<file path="src/rtl/peripheral_adder_pipeline.sv">
// Elastic pipelined unsigned adder/subtractor: wrap or saturating add/sub computed into
// stage 1, then carried through PIPE_STAGES registers with collapsing bubbles.
module peripheral_adder_pipeline #(
  parameter int DATA_WIDTH  = 8,
  parameter int PIPE_STAGES = 2,
  parameter int CNT_WIDTH   = 16
) (
  input  logic                  clk,
  input  logic                  rst,
  input  logic                  in_valid,
  output logic                  in_ready,
  input  logic [1:0]            mode,
  input  logic [DATA_WIDTH-1:0] ip1,
  input  logic [DATA_WIDTH-1:0] ip2,
  output logic                  out_valid,
  input  logic                  out_ready,
  output logic [DATA_WIDTH:0]   out,
  output logic                  overflow,
  output logic [CNT_WIDTH-1:0]  txn_count
);

  localparam int W = DATA_WIDTH;
  localparam int N = PIPE_STAGES;

  logic [W:0]          sum;
  logic [W:0]          diff;
  logic                borrow;
  logic [W:0]          res;
  logic                res_ov;

  logic [N-1:0]        v;
  logic [N-1:0]        load;
  logic [N-1:0][W:0]   st_d;
  logic [N-1:0]        st_ov;
  logic [N:0]          chain_v;
  logic [N:0][W:0]     chain_d;
  logic [N:0]          chain_ov;
  logic                tail_full;

  // With W+1 bit operands the difference's top bit is exactly the borrow (ip1 < ip2).
  assign sum    = {1'b0, ip1} + {1'b0, ip2};
  assign diff   = {1'b0, ip1} - {1'b0, ip2};
  assign borrow = diff[W];

  always_comb begin
    res    = sum;
    res_ov = sum[W];
    case (mode)
      2'b00: begin
        res    = sum;
        res_ov = sum[W];
      end
      2'b01: begin
        res    = diff;
        res_ov = borrow;
      end
      2'b10: begin
        res    = sum[W] ? {1'b0, {W{1'b1}}} : sum;
        res_ov = sum[W];
      end
      default: begin
        res    = borrow ? '0 : diff;
        res_ov = borrow;
      end
    endcase
  end

  // Index 0 of each chain is the incoming beat; index k+1 is the register of stage k.
  assign chain_v  = {v, in_valid};
  assign chain_d  = {st_d, res};
  assign chain_ov = {st_ov, res_ov};

  // Handshake rule (both ports): a beat transfers on a rising clk edge where valid and
  // ready are both 1; valid never depends on ready, while in_ready depends on out_ready.
  // A stage may load unless it and every stage downstream is full and the output stalls.
  always_comb begin
    tail_full = 1'b1;
    load      = '0;
    for (int i = N - 1; i >= 0; i--) begin
      tail_full = tail_full & v[i];
      load[i]   = out_ready | ~tail_full;
    end
  end

  assign in_ready  = load[0];
  assign out_valid = v[N-1];
  assign out       = st_d[N-1];
  assign overflow  = st_ov[N-1];

  always_ff @(posedge clk or negedge rst) begin
    if (!rst) begin
      v         <= '0;
      st_d      <= '0;
      st_ov     <= '0;
      txn_count <= '0;
    end else begin
      for (int i = 0; i < N; i++) begin
        if (load[i]) begin
          v[i]     <= chain_v[i];
          st_d[i]  <= chain_d[i];
          st_ov[i] <= chain_ov[i];
        end
      end
      if (out_valid && out_ready) begin
        txn_count <= txn_count + 1'b1;
      end
    end
  end

endmodule
</file>
<file path="config.mk">
export PLATFORM = sky130hd
export DESIGN_NAME = peripheral_adder_pipeline
export DESIGN_NICKNAME = d
export VERILOG_FILES = /design/src/rtl/peripheral_adder_pipeline.sv
export SDC_FILE = /design/constraint.sdc
export NUM_CORES = 1
export LEC_CHECK = 0
export ABC_AREA = 1
export BUFFER_PORTS_ARGS = -buffer_cell sky130_fd_sc_hd__buf_2
export CAP_MARGIN = 20
export CORE_ASPECT_RATIO = 0.5
export CORE_MARGIN = 3
export CORE_UTILIZATION = 45
export CTS_BUF_LIST = sky130_fd_sc_hd__clkbuf_4
export DETAILED_ROUTE_END_ITERATION = 10
export PLACE_DENSITY_LB_ADDON = 0.25
export SKIP_CTS_REPAIR_TIMING = 1
export SLEW_MARGIN = 0
export SYNTH_ARGS = -nofsm -noshare
export SYNTH_HDL_FRONTEND = slang
export SYNTH_SLANG_ARGS = --single-unit
</file>
<file path="constraint.sdc">
create_clock -name clk -period 1.9 [get_ports clk]
set_clock_uncertainty 0.1 [all_clocks]
set_input_delay 0.475 -clock clk [delete_from_list [all_inputs] [get_ports clk]]
set_output_delay 0.475 -clock clk [all_outputs]
set_load 0.02 [all_outputs]
</file>
==> flow_summary.ini <==
[global_route]
met1_usage = 0.222
final_global_route_overflow_total = 0
grtUsageTotal = 0.172
grt_pass1_wl_um = 9550
antenna_found_initial = 0
gr-max-usage-layer = met2
grtUsageMet3 = 0.0364
first_global_vias = 2184
grt_use_met2 = 0.297
grt_start_max_net_pins = 39

[yosys]
dominantRegCellSynth = dfrtp_1
seq_area_frac_synth = 0.359
synth_warnings = 0
synth_enable_flop_cells = 0
synth_seq_cells = 38
synth_cell_type_count = 33
postSynth.asyncResetShare = 1.00
synthesis.area_um2 = 2650
syn-instance-count = 356
postSynthNetCount = 397
postSynthAreaPerCell_um2 = 7.45

[drt]
wire_per_inst_um = 11.2
vias_per_cell = 4.70
post-route-drc-count = 0
drt_iter0_markers = 133
detail-route-antenna-nets = 0
wirelength_um = 5630
vias = 2357
drt_first_pass_iters = 4

[clock_network]
htree_levels = 2
clock_latency_ns = 0.34
clock_tree_from_tritoncts = done
clkSlewWorstSetupHoldPaths_ns = 0.11
tritoncts.num_buffers = 5
cts_max_path_buffers = 2
clk_root_buffer_cell = clkbuf_4
tritoncts_sink_count = 38

[cells_and_area]
most_frequent_cells_in_the_layout = nand2_1, buf_2, inv_1, nand3_1, dfrtp_1
sequential_cell_area_um2 = 951
fin_nets = 468
areaGrowthSynthToFinish_pct = 21.0
design_area_um2 = 3210
multi_input_area_um2 = 1450
finish.cell_count_without_fillers = 501
finalCoreUtilization = 0.574
fraction_of_layout_cells_with_a_size_suffix_above_1 = 0.273
antenna-diode-count = 0
final_common_cell = nand2_1
n_fill_cell = 556

[timing]
slew-limit-headroom = 0.680
tightest_slew_ns = 0.479
finish_stage_setup_viols = 0
maxSlewViolCount = 0
whs_ns = 0.0631
finalCritPeriodShare = 0.961
post-route-min-period_ns = 1.83
max_freq_ghz = 0.547
hold_violations = 0

[critical_path]
critical_path.max_fanout = 5
critPathCaptureType = flop
setup.reg_to_reg.worst_slack_ns = 0.30
worstRegToRegCells = 9
required_ns = 2.03
regToRegEndpoint = txn_count[15]
critical_path.startpoint_type = primary input
critPathKind = in2reg
regToRegStartpoint = v[1]
data_arrival_time_of_the_critical_path_ns = 1.96

[die]
std_cell_rows = 19
die_x_um = 115
floorplan.core_area_um2 = 5590
floorplan.die_area_um2 = 6900
floorplan.io_pins = 50
die_y_um = 60.3
floorplan.initialDensity = 0.475

[placement]
globalplace.congestion = 0.823
detailed_place.area_um2 = 3120
numPortBuffers = 49
numPlacedInstances = 492
detailedPlacementHpwl_um = 4630

[pwr]
worst_ir_drop_vdd_mv = 0.555
power_per_cell_area_nw_per_um2 = 744
total_power_mw = 2.39
power_leakage_nw = 1.85

[outcome]
outcome = finished, final reports clean

[min_path]
timing.hold.worst.class = in2async

[flow_run]
cap_violations = 0
-- metal layers --
layer | wire length (um) | vias up | share of wire
li1 | - | 1245 | -
met1 | 2750 | 1061 | 0.49
met2 | 2590 | 49 | 0.46
met3 | 255 | 2 | 0.045
met4 | 31 | 0 | 0.0055
met5 | 0 | - | 0
-- power breakdown --
part,switching [mW],total [mW],internal [mW]
combinational,0.548,0.906,0.358
clock,0.246,0.400,0.153
sequential,0.126,1.08,0.957
-- state kept, by name, summed over array words and instances (netlist names) --
signal / count
chain_d: 9
out: 9
st_ov: 2
txn_count: 16
v: 2
-- stage by stage --
step / TNS [ns] / worst slack (ns)
2_1_floorplan: -0.00304 / -0.00304
3_3_place_gp: -1.87 / -0.234
3_5_place_dp: -2.34 / -0.291
4_1_cts: 0 / 0.0314
5_1_grt: -0.00886 / -0.00503
6_report: 0 / 0.0732
-- critical path, stage by stage --
cell and delay [ns]:
buf_2 0.12, ha_4 0.17, fa_2 0.36, nand2_1 0.10, nand2_1 0.10, nand3_1 0.10, nand2_2 0.10, a21oi_4 0.19
nand3_1 0.10, nor2_1 0.11, nor2_1 0.04
-- cell type report --
cell class | instances | area share
multi-input combinational | 253 | 0.453
clock inverter | 2 | 0.00273
clock buffer | 6 | 0.0140
tap | 73 | 0.0285
sequential | 38 | 0.296
timing repair buffer | 79 | 0.147
inverter | 50 | 0.0585
-- worst max path at each step --
stage / from / to / slack [ns] / depth (start not counted)
2_1_floorplan: ip1[0] / chain_d[14] / -0.003 / 10
3_3_place_gp: ip2[2] / chain_d[12] / -0.23 / 15
3_5_place_dp: ip1[0] / chain_d[15] / -0.29 / 11
4_1_cts: v[1] / in_ready / 0.03 / 6
5_1_grt: ip1[0] / chain_d[14] / -0.005 / 11
6_report: ip1[0] / chain_d[15] / 0.07 / 11
-- synthesized netlist by cell type, types with 2 or more instances --
| cell type | count | area [um2] |
|---|---|---|
| a21oi_1 | 9 | 45.0 |
| buf_4 | 11 | 82.6 |
| clkbuf_1 | 2 | 7.51 |
| dfrtp_1 | 38 | 951 |
| fa_1 | 2 | 40.0 |
| ha_1 | 17 | 213 |
| inv_1 | 46 | 173 |
| inv_2 | 4 | 15.0 |
| nand2_1 | 103 | 387 |
| nand2_2 | 6 | 37.5 |
| nand3_1 | 38 | 190 |
| nand4_1 | 5 | 31.3 |
| nor2_1 | 33 | 124 |
| nor2_4 | 2 | 22.5 |
| nor3_2 | 2 | 20.0 |
| o21ai_0 | 7 | 35.0 |
| o21ai_1 | 3 | 15.0 |
| xnor2_1 | 5 | 43.8 |
| xor2_1 | 9 | 78.8 |
-- cell families (layout without fill, tap and decap cells) --
kind of cell	after synthesis	in the layout	synth area share
fa+ha+maj	19	19	0.0953
flops	38	38	0.359
buf+inv	65	137	0.111
xor+xnor	15	15	0.0524
simple gates	195	195	0.329
compound gates	24	24	0.0538
Power figures use the tool's default switching activity.
